==> src/rtl/fetch_queue.sv <==
// Instruction fetch queue: circular FIFO of {instr, pc} with immsrc/rs2_1 predecoded on entry.
// Optional same-cycle bypass of an empty queue via `define FETCHQ_BYPASS_EN.
module fetch_queue #(
    parameter int unsigned DEPTH = 4
) (
    input  logic        clk,
    input  logic        rst_n,
    input  logic        flush,
    input  logic        in_valid,
    output logic        in_ready,
    input  logic [31:0] in_instr,
    input  logic [31:0] in_pc,
    output logic        out_valid,
    input  logic        out_ready,
    output logic [31:0] out_instr,
    output logic [31:0] out_pc,
    output logic [2:0]  out_immsrc,
    output logic        out_rs2_1
);

    localparam int unsigned PTR_W = $clog2(DEPTH);
    localparam int unsigned CNT_W = PTR_W + 1;

    typedef struct packed {
        logic [31:0] instr;
        logic [31:0] pc;
        logic [2:0]  immsrc;
        logic        rs2_1;
    } entry_t;

    entry_t             mem [DEPTH];
    entry_t             in_entry;
    entry_t             head;
    logic [PTR_W-1:0]   wr_ptr;
    logic [PTR_W-1:0]   rd_ptr;
    logic [CNT_W-1:0]   count;
    logic               empty;
    logic               bypass;
    logic               push;
    logic               pop;
    logic               bypass_take;
    logic               write_en;
    logic               read_en;

    // Immediate-select predecode, evaluated once on the write side.
    function automatic logic [2:0] predecode_imm(input logic [31:0] instr);
        logic [2:0] imm;
        imm = 3'b000;
        case (instr[6:0])
            7'b0010011: imm = (instr[14:12] == 3'b011) ? 3'b011 : 3'b000;
            7'b0100011: imm = 3'b001;
            7'b0110111,
            7'b0010111: imm = 3'b010;
            7'b1100011: imm = 3'b100;
            7'b0001011: imm = 3'b101;
            default:    imm = 3'b000;
        endcase
        return imm;
    endfunction

    assign in_entry = '{
        instr:  in_instr,
        pc:     in_pc,
        immsrc: predecode_imm(in_instr),
        rs2_1:  (in_instr[24:20] == 5'd1)
    };

    assign empty    = (count == '0);
    assign in_ready = (count != CNT_W'(DEPTH));

`ifdef FETCHQ_BYPASS_EN
    assign bypass = empty & in_valid;
`else
    assign bypass = 1'b0;
`endif

    assign out_valid   = (!empty | bypass) & !flush;
    assign push        = in_valid & in_ready & !flush;
    assign pop         = out_valid & out_ready;
    // A bypassed instruction consumed in its arrival cycle never touches storage.
    assign bypass_take = bypass & pop;
    assign write_en    = push & !bypass_take;
    assign read_en     = pop & !bypass_take;
    assign head        = bypass ? in_entry : mem[rd_ptr];

    // Head outputs are zeroed whenever no valid entry is presented.
    always_comb begin
        out_instr  = '0;
        out_pc     = '0;
        out_immsrc = '0;
        out_rs2_1  = 1'b0;
        if (out_valid) begin
            out_instr  = head.instr;
            out_pc     = head.pc;
            out_immsrc = head.immsrc;
            out_rs2_1  = head.rs2_1;
        end
    end

    always_ff @(posedge clk or negedge rst_n) begin
        if (!rst_n) begin
            wr_ptr <= '0;
            rd_ptr <= '0;
            count  <= '0;
        end else if (flush) begin
            wr_ptr <= '0;
            rd_ptr <= '0;
            count  <= '0;
        end else begin
            if (write_en) wr_ptr <= wr_ptr + PTR_W'(1);
            if (read_en)  rd_ptr <= rd_ptr + PTR_W'(1);
            count <= count + CNT_W'(write_en) - CNT_W'(read_en);
        end
    end

    // Entry storage is deliberately unreset; out_valid masks stale contents.
    always_ff @(posedge clk) begin
        if (write_en) mem[wr_ptr] <= in_entry;
    end

endmodule
==> config.mk <==
export PLATFORM = sky130hd
export DESIGN_NAME = fetch_queue
export DESIGN_NICKNAME = d
export VERILOG_FILES = /design/src/rtl/fetch_queue.sv
export SDC_FILE = /design/constraint.sdc
export NUM_CORES = 1
export LEC_CHECK = 0
export ABC_AREA = 1
export CORE_MARGIN = 2
export CORE_UTILIZATION = 55
export CTS_CLUSTER_SIZE = 12
export DETAILED_ROUTE_END_ITERATION = 7
export DONT_BUFFER_PORTS = 1
export GPL_TIMING_DRIVEN = 0
export PLACE_DENSITY = 0.76
export SETUP_SLACK_MARGIN = 0.3
export SYNTH_ARGS = -nofsm -noshare
export SYNTH_HDL_FRONTEND = slang
export SYNTH_SLANG_ARGS = --single-unit
==> constraint.sdc <==
create_clock -name clk -period 7.75 [get_ports clk]
set_clock_uncertainty 0.05 [all_clocks]
set_input_delay 1.55 -clock clk [delete_from_list [all_inputs] [get_ports clk]]
set_output_delay 1.55 -clock clk [all_outputs]
set_load 0.01 [all_outputs]
# After elaboration in Yosys (flattened, before gate mapping)

Memories as Yosys holds them, arrays and structs flattened.
Index checks and enable logic that the tools add are counted.

$mul: 0
Shift-type cells: 0
Add/subtract/negate cells: 4
Muxes and demuxes: 13
Div/mod/pow operators: 0
Bitwise operators: 4
Equality and inequality tests: 9
Order comparisons: 0
Reductions and logical operators: 6

Operators by type and width:

| kind                                          | number |
|---|---|
| two-way mux 32 bit                            | 2 |
| case mux 3 bit (5 select lines)               | 1 |
| == test 7 x 5 -> 1 bit, second input constant | 2 |
| == test 7 x 6 -> 1 bit, second input constant | 2 |
| two-way mux 2 bit                             | 5 |
| == test 7 x 4 -> 1 bit, second input constant | 1 |
| == test 7 bit, second input constant          | 1 |
| two-way mux 3 bit                             | 2 |
| == test 5 x 1 -> 1 bit, second input constant | 1 |
| adder 2 x 1 -> 2 bit, second input constant   | 2 |
| AND 1 bit                                     | 4 |
| nonzero test 2 bit                            | 2 |
| adder 3 x 1 -> 3 bit                          | 1 |
| == test 3 x 2 -> 1 bit, second input constant | 1 |
| zero test 3 bit                               | 1 |
| two-way mux 1 bit                             | 3 |
| inequality test 3 bit, second input constant  | 1 |
| subtractor 3 x 1 -> 3 bit                     | 1 |
| zero test 1 bit                               | 2 |
| OR reduction 2 bit                            | 1 |

Register bits: 7
Memories: 1
Bits in read-only memories: 0
Logic and storage cells: 40
RAM bits: 272
Bits in latches: 0

Memories:

| memory | words | bits a word | rd ports | clocked after Yosys merged registers in | wr ports | RTL line | source |
|---|---|---|---|---|---|---|---|
| mem    | 4     | 68          | 1        | 0                                       | 1        | 31       | `entry_t mem [DEPTH];` |

# Logic depth before layout (Yosys ltp)

Gate-level depths: netlist of the first run.

Depth in word-level cells: 6
Mapped depth: 12
Depth with buffers taken out: 12

# Worst setup path after synthesis of the first run

No wires, ideal clock.

Kind: input-to-reg
Start: input flush
End: memory mem[0][0] (netlist bit), enable pin
Library setup time: 0.495 ns
Arrival: 4.734 ns
Data required time: 7.205 ns
Slack: 2.472 ns
Stages on the path: 3
Path through: inv_2 > nand3_1 > nor2_1

Cells in the longest elaborated chain, start to end: 4

RTL lines:

| what                                    | RTL line | source |
|---|---|---|
| start, declared                         | 8        | `input logic flush,` |
| zero test 1 bit                         | 78       | `assign push = in_valid & in_ready & !flush;` |
| AND 1 bit                               | 78       |  |
| two-way mux 1 bit                       | 118      | `if (write_en) mem[wr_ptr] <= in_entry;` |
| two-way mux 1 bit (implied by the code) | 118      |  |
| end, declared                           | 31       |  |

No other way between the ends.

# Worst setup path in the final report of the first run

Start: input flush
End: output out_instr[0]

Cells in the longest elaborated chain, start to end: 3

RTL lines:

| what               | RTL line | source |
|---|---|---|
| zero test 1 bit    | 77       | `assign out_valid = (!empty \| bypass) & !flush;` |
| AND 1 bit          | 77       |  |
| two-way mux 32 bit | 92       | `if (out_valid) begin` |
| end, declared      | 15       | `output logic [31:0] out_instr,` |

No other way between the ends.

==> results of run 1 <==
## power groups by stage
stage	clock, uW	sequential [uW]	combinational, uW
final	1210	1770	917
after global routing	1290	1780	1040
after CTS	1230	1770	930
after detailed placement	0	1800	924
after global placement	0	1820	885
after floorplan	0	1810	641
## flip-flops by register name, indices dropped and copies added, names as in the netlist
name	cells
mem	272
wr_ptr	2
rd_ptr	2
count	3
## metal layers
metal	track usage, %	share of wire [%]	vias to the layer above	wire length [microns]
li1	-	-	3341	-
met1	27.3	39	3333	9470
met2	41.0	52	213	12700
met3	6.71	8.2	37	2000
met4	5.53	1.7	0	408
met5	0	0	-	0
## kinds of logic after synthesis
| logic type | synth area share (%) |
|---|---|
| simple gates | 15.5 |
| flops | 74.1 |
| compound gates | 6.14 |
| buf+inv | 3.32 |
| fa+ha+maj | 0.845 |
| xor+xnor | 0.0778 |
## cells in the final DEF, fill, tap and decap left out
cell         n
a21oi_1     68
clkbuf_1    32
o21ai_0     62
buf_2       19
nor2_4       4
buf_1        1
o21ai_1      8
inv_2        2
buf_16       2
buf_4        5
xor2_1       1
dfrtp_1      7
nand2_2      1
ha_1         6
nand2_1    290
edfxtp_1   272
clkinv_2     4
buf_12       6
nor2_1     148
clkbuf_16   29
inv_1       20
fa_1         1
clkbuf_8     1
nor4_1       1
buf_6        7
nand3_1      9
nand4_1      3
nor3_1       2
clkinv_1     1
## cell type report
| type | count | share of cell area, % |
|---|---|---|
| buffer | 51 | 2.27 |
| clock buffer | 43 | 6.25 |
| clock inverter | 4 | 0.149 |
| inverter | 23 | 0.695 |
| multi-input combinational | 604 | 20.4 |
| sequential | 279 | 66.2 |
| tap | 270 | 2.68 |
| timing repair buffer | 8 | 1.39 |
## critical path: stages
cell and delay, ns:
inv_2 0.13, nand2_2 0.18, clkbuf_1 0.33, a21oi_1 0.41
## worst min-delay path by stage
stage | endpoint | cells after the start
global placement | wr_ptr[0]$_DFFE_PN0P_ | 1
global route | wr_ptr[0]$_DFFE_PN0P_ | 1
CTS | wr_ptr[0]$_DFFE_PN0P_ | 1
detailed placement | wr_ptr[0]$_DFFE_PN0P_ | 1
floorplan | wr_ptr[0]$_DFFE_PN0P_ | 1
finish | wr_ptr[0]$_DFFE_PN0P_ | 1
## stage by stage
step / total power (uW) / cell area [sq um] / std cells / util (%) / hold slack, ns
2_1_floorplan: 2450 / 11300 / 957 / - / 0.466
3_3_place_gp: 2700 / 11600 / 1227 / 57.5 / 0.492
3_5_place_dp: 2730 / 11800 / 1235 / 58.5 / 0.504
4_1_cts: 3930 / 12600 / 1282 / 62.5 / 0.512
5_1_grt: 4100 / 12600 / 1282 / 62.5 / 0.552
6_report: 3900 / 12600 / 1282 / 62.5 / 0.514
==> impl_metrics.env, run 1 <==
export IMPL_syn_num_nets=1033
export IMPL_antenna_found_initial=0
export IMPL_fmax_mhz=238
export IMPL_clk_pin_slew_worst_paths_ns=0.06
export IMPL_row_count=52
export IMPL_drt_iter0_markers=391
export IMPL_fillers=1525
export IMPL_grt_pass1_vias=7084
export IMPL_switching_share_pct=31.0
export IMPL_insertion_delay_ns=0.53
export IMPL_grt_usage_pct=22.8
export IMPL_drive_gt1_share_pct=7.91
export IMPL_p_leak_uw=0.00471
export IMPL_synth_common_cells="nand2_1 (290), edfxtp_1 (272), nor2_1 (152), a21oi_1 (68), o21ai_0 (62)"
export IMPL_coreArea_sq_um=20200
export IMPL_synth_area_sq_um=11300
export IMPL_synth_seq_cells=279
export IMPL_synth_edf_count=272
export IMPL_path_class="in -> out"
export IMPL_critPathCaptureType="output pin"
export IMPL_overflow=0
export IMPL_switching_power_uw=1210
export IMPL_dr_pass1_iters=5
export IMPL_setup_viol=0
export IMPL_route_detailed_drc=0
export IMPL_cts_buffers=28
export IMPL_dp_hpwl_microns=15500
export IMPL_finalSetupTns_ns=0
export IMPL_synth_warnings=0
export IMPL_arrival_ns=2.61
export IMPL_cts_setup_buffers=0
export IMPL_reg2regPathDepth=6
export IMPL_synth_top_area_share_pct=72.6
export IMPL_chipHeight_microns=147
export IMPL_cp_startpoint="flush"
export IMPL_synthCells=957
export IMPL_worst_ep_required_time_ns=6.15
export IMPL_clk_path_buf_depth=3
export IMPL_cp_start_kind="primary input"
export IMPL_syn_avg_cell_area_sq_um=11.8
export IMPL_maxCapViolCount=0
export IMPL_ant_nets=0
export IMPL_worstMarginPinSlew_ns=0.833
export IMPL_antenna_cells=0
export IMPL_areaGrowthSynthToFinish_pct=12.0
export IMPL_rrSetupSlack_ns=4.99
export IMPL_start_util_pct=55.8
export IMPL_ys_seq_area_share_pct=74.1
export IMPL_cts_root_buf="clkbuf_16"
export IMPL_final_nets=1071
export IMPL_fin_crit_sh_pct=54.3
export IMPL_worst_slack_ns=3.54
export IMPL_yosys_area_top_type="edfxtp_1"
export IMPL_cts_sinks=279
export IMPL_p_per_area_nw_per_um2=309
export IMPL_synth_distinct_cells=23
export IMPL_vias_per_cell=5.40
export IMPL_final_seq_area_sq_um=8340
export IMPL_hold_class="reg -> reg"
export IMPL_hp_start="wr_ptr[0]$_DFFE_PN0P_"
export IMPL_grt_max_degree=30
export IMPL_grt_pass1_wl_microns=38100
export IMPL_cp_max_fo=10
export IMPL_dpl_worst_slack_ns=3.52
export IMPL_cts_resized=0
export IMPL_wl_per_cell_microns=19.2
export IMPL_chipWidth_microns=147
export IMPL_pin_count=139
export IMPL_multi_input_area_sq_um=2570
export IMPL_hold_violations=0
export IMPL_place_congestion=0.755
export IMPL_synth_ff_type="edfxtp_1"
export IMPL_ys_async_sr_fraction_pct=2.51
export IMPL_wl_microns=24600
export IMPL_outcome="finished, final reports clean"
export IMPL_postCtsHoldBufs=0
export IMPL_cts_tree="yes"
export IMPL_p_int_uw=2690
export IMPL_p_clk_share_pct=31.0
export IMPL_pwr_share_seq_pct=45.5
export IMPL_synth_most_common_cell="nand2_1"
export IMPL_ys_top_cells_by_area="edfxtp_1 (73%), nand2_1 (9.7%), nor2_1 (5.1%), a21oi_1 (3.0%), o21ai_0 (2.8%)"
export IMPL_r2r_start="count[1]$_DFF_PN0_"
export IMPL_ir_worst_vdd_uv=217
export IMPL_cts_htree_levels=1
export IMPL_fp_dieArea_sq_um=21600
export IMPL_crit_end="out_instr[0]"
export IMPL_rsz0062_at_grt="no"
export IMPL_combPwrFrac_pct=23.5
export IMPL_vias=6924
export IMPL_maxSlewViolCount=0
export IMPL_r2r_end="mem[3][66]$_DFFE_PP_"
export IMPL_max_slew_margin_pct=44.3
export IMPL_numPortBuffers=0
export IMPL_fin_crit_ns=4.21
(Power assumes the default switching activity.)
==> inputs of run 2 (changes only) <==
--- a/config.mk
+++ b/config.mk
@@ -12,7 +12,7 @@
 export DETAILED_ROUTE_END_ITERATION = 7
 export DONT_BUFFER_PORTS = 1
 export GPL_TIMING_DRIVEN = 0
-export PLACE_DENSITY = 0.76
+export PLACE_DENSITY = 0.79
 export SETUP_SLACK_MARGIN = 0.3
 export SYNTH_ARGS = -nofsm -noshare
 export SYNTH_HDL_FRONTEND = slang
==> constraint.sdc (replaced) <==
create_clock -name clk -period 3.55 [get_ports clk]
set_clock_uncertainty 0.05 [all_clocks]
set_input_delay 0.71 -clock clk [delete_from_list [all_inputs] [get_ports clk]]
set_output_delay 0.71 -clock clk [all_outputs]
set_load 0.01 [all_outputs]
==> impl_metrics.env, run 2 (synthesized netlist as in run 1, its figures left out) <==
export IMPL_drive_gt1_share_pct=7.91
export IMPL_grt_max_degree=30
export IMPL_switching_power_uw=2640
export IMPL_overflow=0
export IMPL_fin_crit_sh_pct=86.6
export IMPL_rsz0062_at_grt="no"
export IMPL_vias=6922
export IMPL_clk_pin_slew_worst_paths_ns=0.06
export IMPL_largest_register_ffs=272
export IMPL_finalSetupTns_ns=0
export IMPL_grt_pass1_vias=6811
export IMPL_cts_buffers=28
export IMPL_route_detailed_drc=0
export IMPL_start_util_pct=55.8
export IMPL_cts_sinks=279
export IMPL_outcome="finished, final reports clean"
export IMPL_cts_htree_levels=1
export IMPL_worstMarginPinSlew_ns=0.665
export IMPL_switching_share_pct=30.7
export IMPL_largest_register="mem"
export IMPL_combPwrFrac_pct=23.4
export IMPL_areaGrowthSynthToFinish_pct=12.2
export IMPL_numPortBuffers=0
export IMPL_finalPower_uw=8590
export IMPL_setup_viol=0
export IMPL_fp_dieArea_sq_um=21600
export IMPL_chipHeight_microns=147
export IMPL_vias_per_cell=5.40
export IMPL_p_int_uw=5950
export IMPL_wl_microns=24100
export IMPL_final_cell_mix="nand2_1 (290), edfxtp_1 (272), nor2_1 (148)"
export IMPL_cts_tree="yes"
export IMPL_fin_crit_ns=3.07
export IMPL_antenna_found_initial=0
export IMPL_dp_hpwl_microns=15000
export IMPL_clk_path_buf_depth=3
export IMPL_critPathCaptureType="output pin"
export IMPL_drt_iter0_markers=549
export IMPL_chipWidth_microns=147
export IMPL_pwr_share_seq_pct=45.1
export IMPL_arrival_ns=2.31
export IMPL_dr_pass1_iters=5
export IMPL_row_count=52
export IMPL_maxSlewViolCount=0
export IMPL_wl_per_cell_microns=18.8
export IMPL_grt_pass1_wl_microns=37000
export IMPL_ir_worst_vdd_uv=647
export IMPL_whs_ns=0.186
export IMPL_cp_start_kind="flop"
export IMPL_reg_top3="mem (272), count (3)"
export IMPL_coreArea_sq_um=20200
export IMPL_worst_ep_required_time_ns=2.79
export IMPL_cts_root_buf="clkbuf_16"
export IMPL_p_per_area_nw_per_um2=680
export IMPL_pin_count=139
export IMPL_path_class="reg -> out"
export IMPL_final_common_cell="nand2_1"
export IMPL_hold_violations=0
export IMPL_hold_class="in -> reg"
export IMPL_ant_nets=0
export IMPL_fmax_mhz=325
export IMPL_cts_setup_buffers=0
export IMPL_max_slew_margin_pct=55.6
export IMPL_cp_max_fo=10
export IMPL_grt_usage_pct=22.2
export IMPL_antenna_cells=0
export IMPL_final_nets=1072
export IMPL_maxCapViolCount=0
export IMPL_p_clk_share_pct=31.5
export IMPL_cts_resized=0
export IMPL_p_leak_uw=0.00472
export IMPL_place_congestion=0.759
export IMPL_insertion_delay_ns=0.53
## run 2: power groups by stage
| stage | combinational, uW | sequential [uW] | clock [uW] |
|---|---|---|---|
| finish | 2010 | 3870 | 2710 |
| global route | 2240 | 3890 | 2860 |
| detailed placement | 2020 | 3940 | 0 |
| floorplan | 1400 | 3940 | 0 |
| global placement | 1940 | 3950 | 0 |
| CTS | 2030 | 3870 | 2730 |
## run 2: path summary, 6_finish.rpt
check	depth (start not counted)	to	from	slack, ns
worst max register to register	11	count[2]$_DFF_PN0_	count[1]$_DFF_PN0_	1.04
worst min register to register	2	rd_ptr[1]$_DFFE_PN0P_	rd_ptr[1]$_DFFE_PN0P_	0.54
min in group asynchronous	1	wr_ptr[0]$_DFFE_PN0P_	rst_n	0.49
max in group asynchronous	1	rd_ptr[1]$_DFFE_PN0P_	rst_n	2.67
worst min-delay path	1	count[1]$_DFF_PN0_	flush	0.19
worst max-delay path	5	out_instr[6]	rd_ptr[1]$_DFFE_PN0P_	0.48
## run 2: per-stage QoR
stage | util (%) | cells | instance area [sq um] | setup slack [ns]
global route | 62.6 | 1282 | 12600 | 0.393
detailed placement | 58.4 | 1235 | 11800 | 0.846
finish | 62.6 | 1282 | 12600 | 0.476
global placement | 57.5 | 1227 | 11600 | -1.22
floorplan | - | 957 | 11300 | 0.188
CTS | 62.6 | 1282 | 12600 | 0.488
## run 2: worst max-delay path, cell delays in order (launching register included)
cell and delay (ns):
dfrtp_1 0.41, inv_2 0.26, buf_2 0.30, buf_2 0.29
nand2_1 0.09, a21oi_1 0.42
## run 2: repair_timing
action,4_1_cts,5_1_grt
hold buffers,1,0
hold endpoints to repair,7,0
setup endpoints to repair,0,0
## run 2: layer usage
layer	up-vias	wire length, microns	part of all wire (%)	global-route usage [%]
met4	0	423	1.8	5.77
met5	-	0	0	0
met1	3296	9400	39	28.4
li1	3337	-	-	-
met3	34	2340	9.7	6.37
met2	255	11900	49	37.6
## run 2: final cells by class
class                           count  area [sq um]
Buffer                             51           287
Tap cell                          270           338
Multi-Input combinational cell    604          2570
Inverter                           23          87.6
Sequential cell                   279          8340
Fill cell                        1482          7540
Clock inverter                      5          46.3
Timing Repair Buffer                9           170
Clock buffer                       41           791
==> inputs of run 3 (changes only) <==
--- a/config.mk
+++ b/config.mk
@@ -8,10 +8,12 @@
 export ABC_AREA = 1
 export CORE_MARGIN = 2
 export CORE_UTILIZATION = 55
+export CTS_CLUSTER_DIAMETER = 40
 export CTS_CLUSTER_SIZE = 12
 export DETAILED_ROUTE_END_ITERATION = 7
 export DONT_BUFFER_PORTS = 1
 export GPL_TIMING_DRIVEN = 0
+export HOLD_SLACK_MARGIN = 0.15
 export PLACE_DENSITY = 0.79
 export SETUP_SLACK_MARGIN = 0.3
 export SYNTH_ARGS = -nofsm -noshare
==> impl_metrics.env, run 3 (synthesized netlist as in run 1, its figures left out) <==
export IMPL_outcome="finished, final reports clean"
export IMPL_largest_register="mem"
export IMPL_pin_count=139
export IMPL_row_count=52
export IMPL_chipHeight_microns=147
export IMPL_antenna_found_initial=0
export IMPL_chipWidth_microns=147
export IMPL_largest_register_ffs=272
export IMPL_wl_per_cell_microns=18.9
export IMPL_worst_ep_required_time_ns=2.79
export IMPL_fin_crit_sh_pct=84.8
export IMPL_areaGrowthSynthToFinish_pct=15.0
export IMPL_grt_pass1_vias=6969
export IMPL_worst_slack_ns=0.540
export IMPL_final_cell_mix="nand2_1 (290), edfxtp_1 (272), nor2_1 (148)"
export IMPL_clk_path_buf_depth=3
export IMPL_critPathMostFrequentCell="buf_2"
export IMPL_final_common_cell="nand2_1"
export IMPL_cp_max_fo=10
export IMPL_fmax_mhz=332
export IMPL_grt_pass1_wl_microns=37300
export IMPL_final_nets=1080
export IMPL_fin_crit_ns=3.01
export IMPL_grt_usage_pct=22.6
export IMPL_cts_root_buf="clkbuf_16"
export IMPL_min_to="count[1]$_DFF_PN0_"
export IMPL_max_stage_delay_ns=0.41
export IMPL_clk_pin_slew_worst_paths_ns=0.05
export IMPL_hold_class="in -> reg"
export IMPL_ant_nets=0
export IMPL_r2r_end="count[2]$_DFF_PN0_"
export IMPL_coreArea_sq_um=20200
export IMPL_place_congestion=0.759
export IMPL_route_detailed_drc=0
export IMPL_cts_tree="yes"
export IMPL_arrival_ns=2.25
export IMPL_critPathCaptureType="output pin"
export IMPL_crit_path_cell_trace="inv_2 -> buf_2 -> buf_2 -> nand2_1 -> a21oi_1"
export IMPL_cp_start_kind="flop"
export IMPL_hold_violations=0
export IMPL_worstMarginPinSlew_ns=0.730
export IMPL_finish_utilization_pct=64.2
export IMPL_p_per_area_nw_per_um2=722
export IMPL_path_class="reg -> out"
export IMPL_setup_viol=0
export IMPL_dpl_worst_slack_ns=0.846
export IMPL_finalSetupTns_ns=0
export IMPL_maxSlewViolCount=0
export IMPL_dr_pass1_iters=5
export IMPL_drt_iter0_markers=501
export IMPL_vias=7012
export IMPL_start_util_pct=55.8
export IMPL_slowest_stage="dfrtp_1"
export IMPL_rsz0062_at_grt="no"
export IMPL_final_area_sq_um=12900
export IMPL_cts_htree_levels=2
export IMPL_numPortBuffers=0
export IMPL_wl_microns=24500
export IMPL_insertion_delay_ns=0.50
export IMPL_whs_ns=0.222
export IMPL_maxCapViolCount=0
export IMPL_max_slew_margin_pct=50.9
export IMPL_drive_gt1_share_pct=9.53
export IMPL_hp_start="flush"
export IMPL_p_leak_uw=0.00487
export IMPL_r2r_start="count[1]$_DFF_PN0_"
export IMPL_overflow=0
export IMPL_dpl_cell_area_sq_um=11800
export IMPL_dp_hpwl_microns=15000
export IMPL_holdPathStages=1
export IMPL_cts_buffers=36
export IMPL_reg2regPathDepth=11
export IMPL_ir_worst_vdd_uv=552
export IMPL_vias_per_cell=5.40
export IMPL_antenna_cells=0
export IMPL_rrSetupSlack_ns=1.05
export IMPL_grt_max_degree=30
export IMPL_cts_sinks=279
export IMPL_fp_dieArea_sq_um=21600
export IMPL_reg_top3="mem (272), count (3)"
run 3: cell count changes in the layout (fill, tap and decap cells not counted), sizes merged:
cell / delta
bufinv: +2
clkbuf: +3
clkinvlp: +2
inv: +4
clkinv: +5
run 3: power breakdown:
| part | switching (uW) | leakage [uW] | total (uW) | internal, uW |
|---|---|---|---|---|
| combinational | 1470 | 0.00175 | 2010 | 542 |
| clock | 1320 | 0.000555 | 3460 | 2140 |
| sequential | 53.1 | 0.00257 | 3870 | 3820 |
| total | 2840 | 0.00487 | 9350 | 6500 |
run 3: worst max-delay path: cells and delay by family (launching register included):
kind / cells / cell delay [ns]
AO/OA/AOI/OAI: 1 / 0.41
buffers and inverters: 3 / 0.84
flip-flops: 1 / 0.41
AND/OR/NAND/NOR: 1 / 0.09
run 3: repair_timing:
| action | CTS | global route |
|---|---|---|
| hold endpoints to repair | 7 | 0 |
| gates resized for setup | 0 | 0 |
| endpoints found under the setup margin | 0 | 0 |
| hold buffers | 1 | 0 |
| setup buffers | 0 | 0 |
run 3: per-stage QoR:
stage,power [uW],instances
final,9350,1298
after global routing,9750,1298
after CTS,9410,1298
after detailed placement,5960,1235
after global placement,5890,1227
after floorplan,5340,957
run 3: metal layers:
layer	share of wire (%)	track usage (%)	vias to the layer above	routed length, microns
li1	-	-	3365	-
met1	37	27.7	3291	9150
met2	49	38.2	310	12100
met3	11	7.33	46	2740
met4	2.3	7.93	0	567
met5	0	0	-	0
run 3: final cells by class:
cell class	instances	area (sq um)
plain buffers	51	287
clock buffers	44	952
clock inverters	18	196
fillers	1461	7230
inverters	23	87.6
multi-input cells	604	2570
flip-flops and latches	279	8340
well taps	270	338
repair buffers	9	170
run 3: how the worst max path moves through the flow:
stage | depth (start not counted) | from | end
floorplan | 3 | flush | mem[0][0]$_DFFE_PP_
global placement | 3 | flush | mem[2][17]$_DFFE_PP_
detailed placement | 10 | flush | count[2]$_DFF_PN0_
CTS | 5 | rd_ptr[1]$_DFFE_PN0P_ | out_instr[6]
global route | 5 | rd_ptr[1]$_DFFE_PN0P_ | out_instr[6]
finish | 5 | rd_ptr[1]$_DFFE_PN0P_ | out_instr[6]
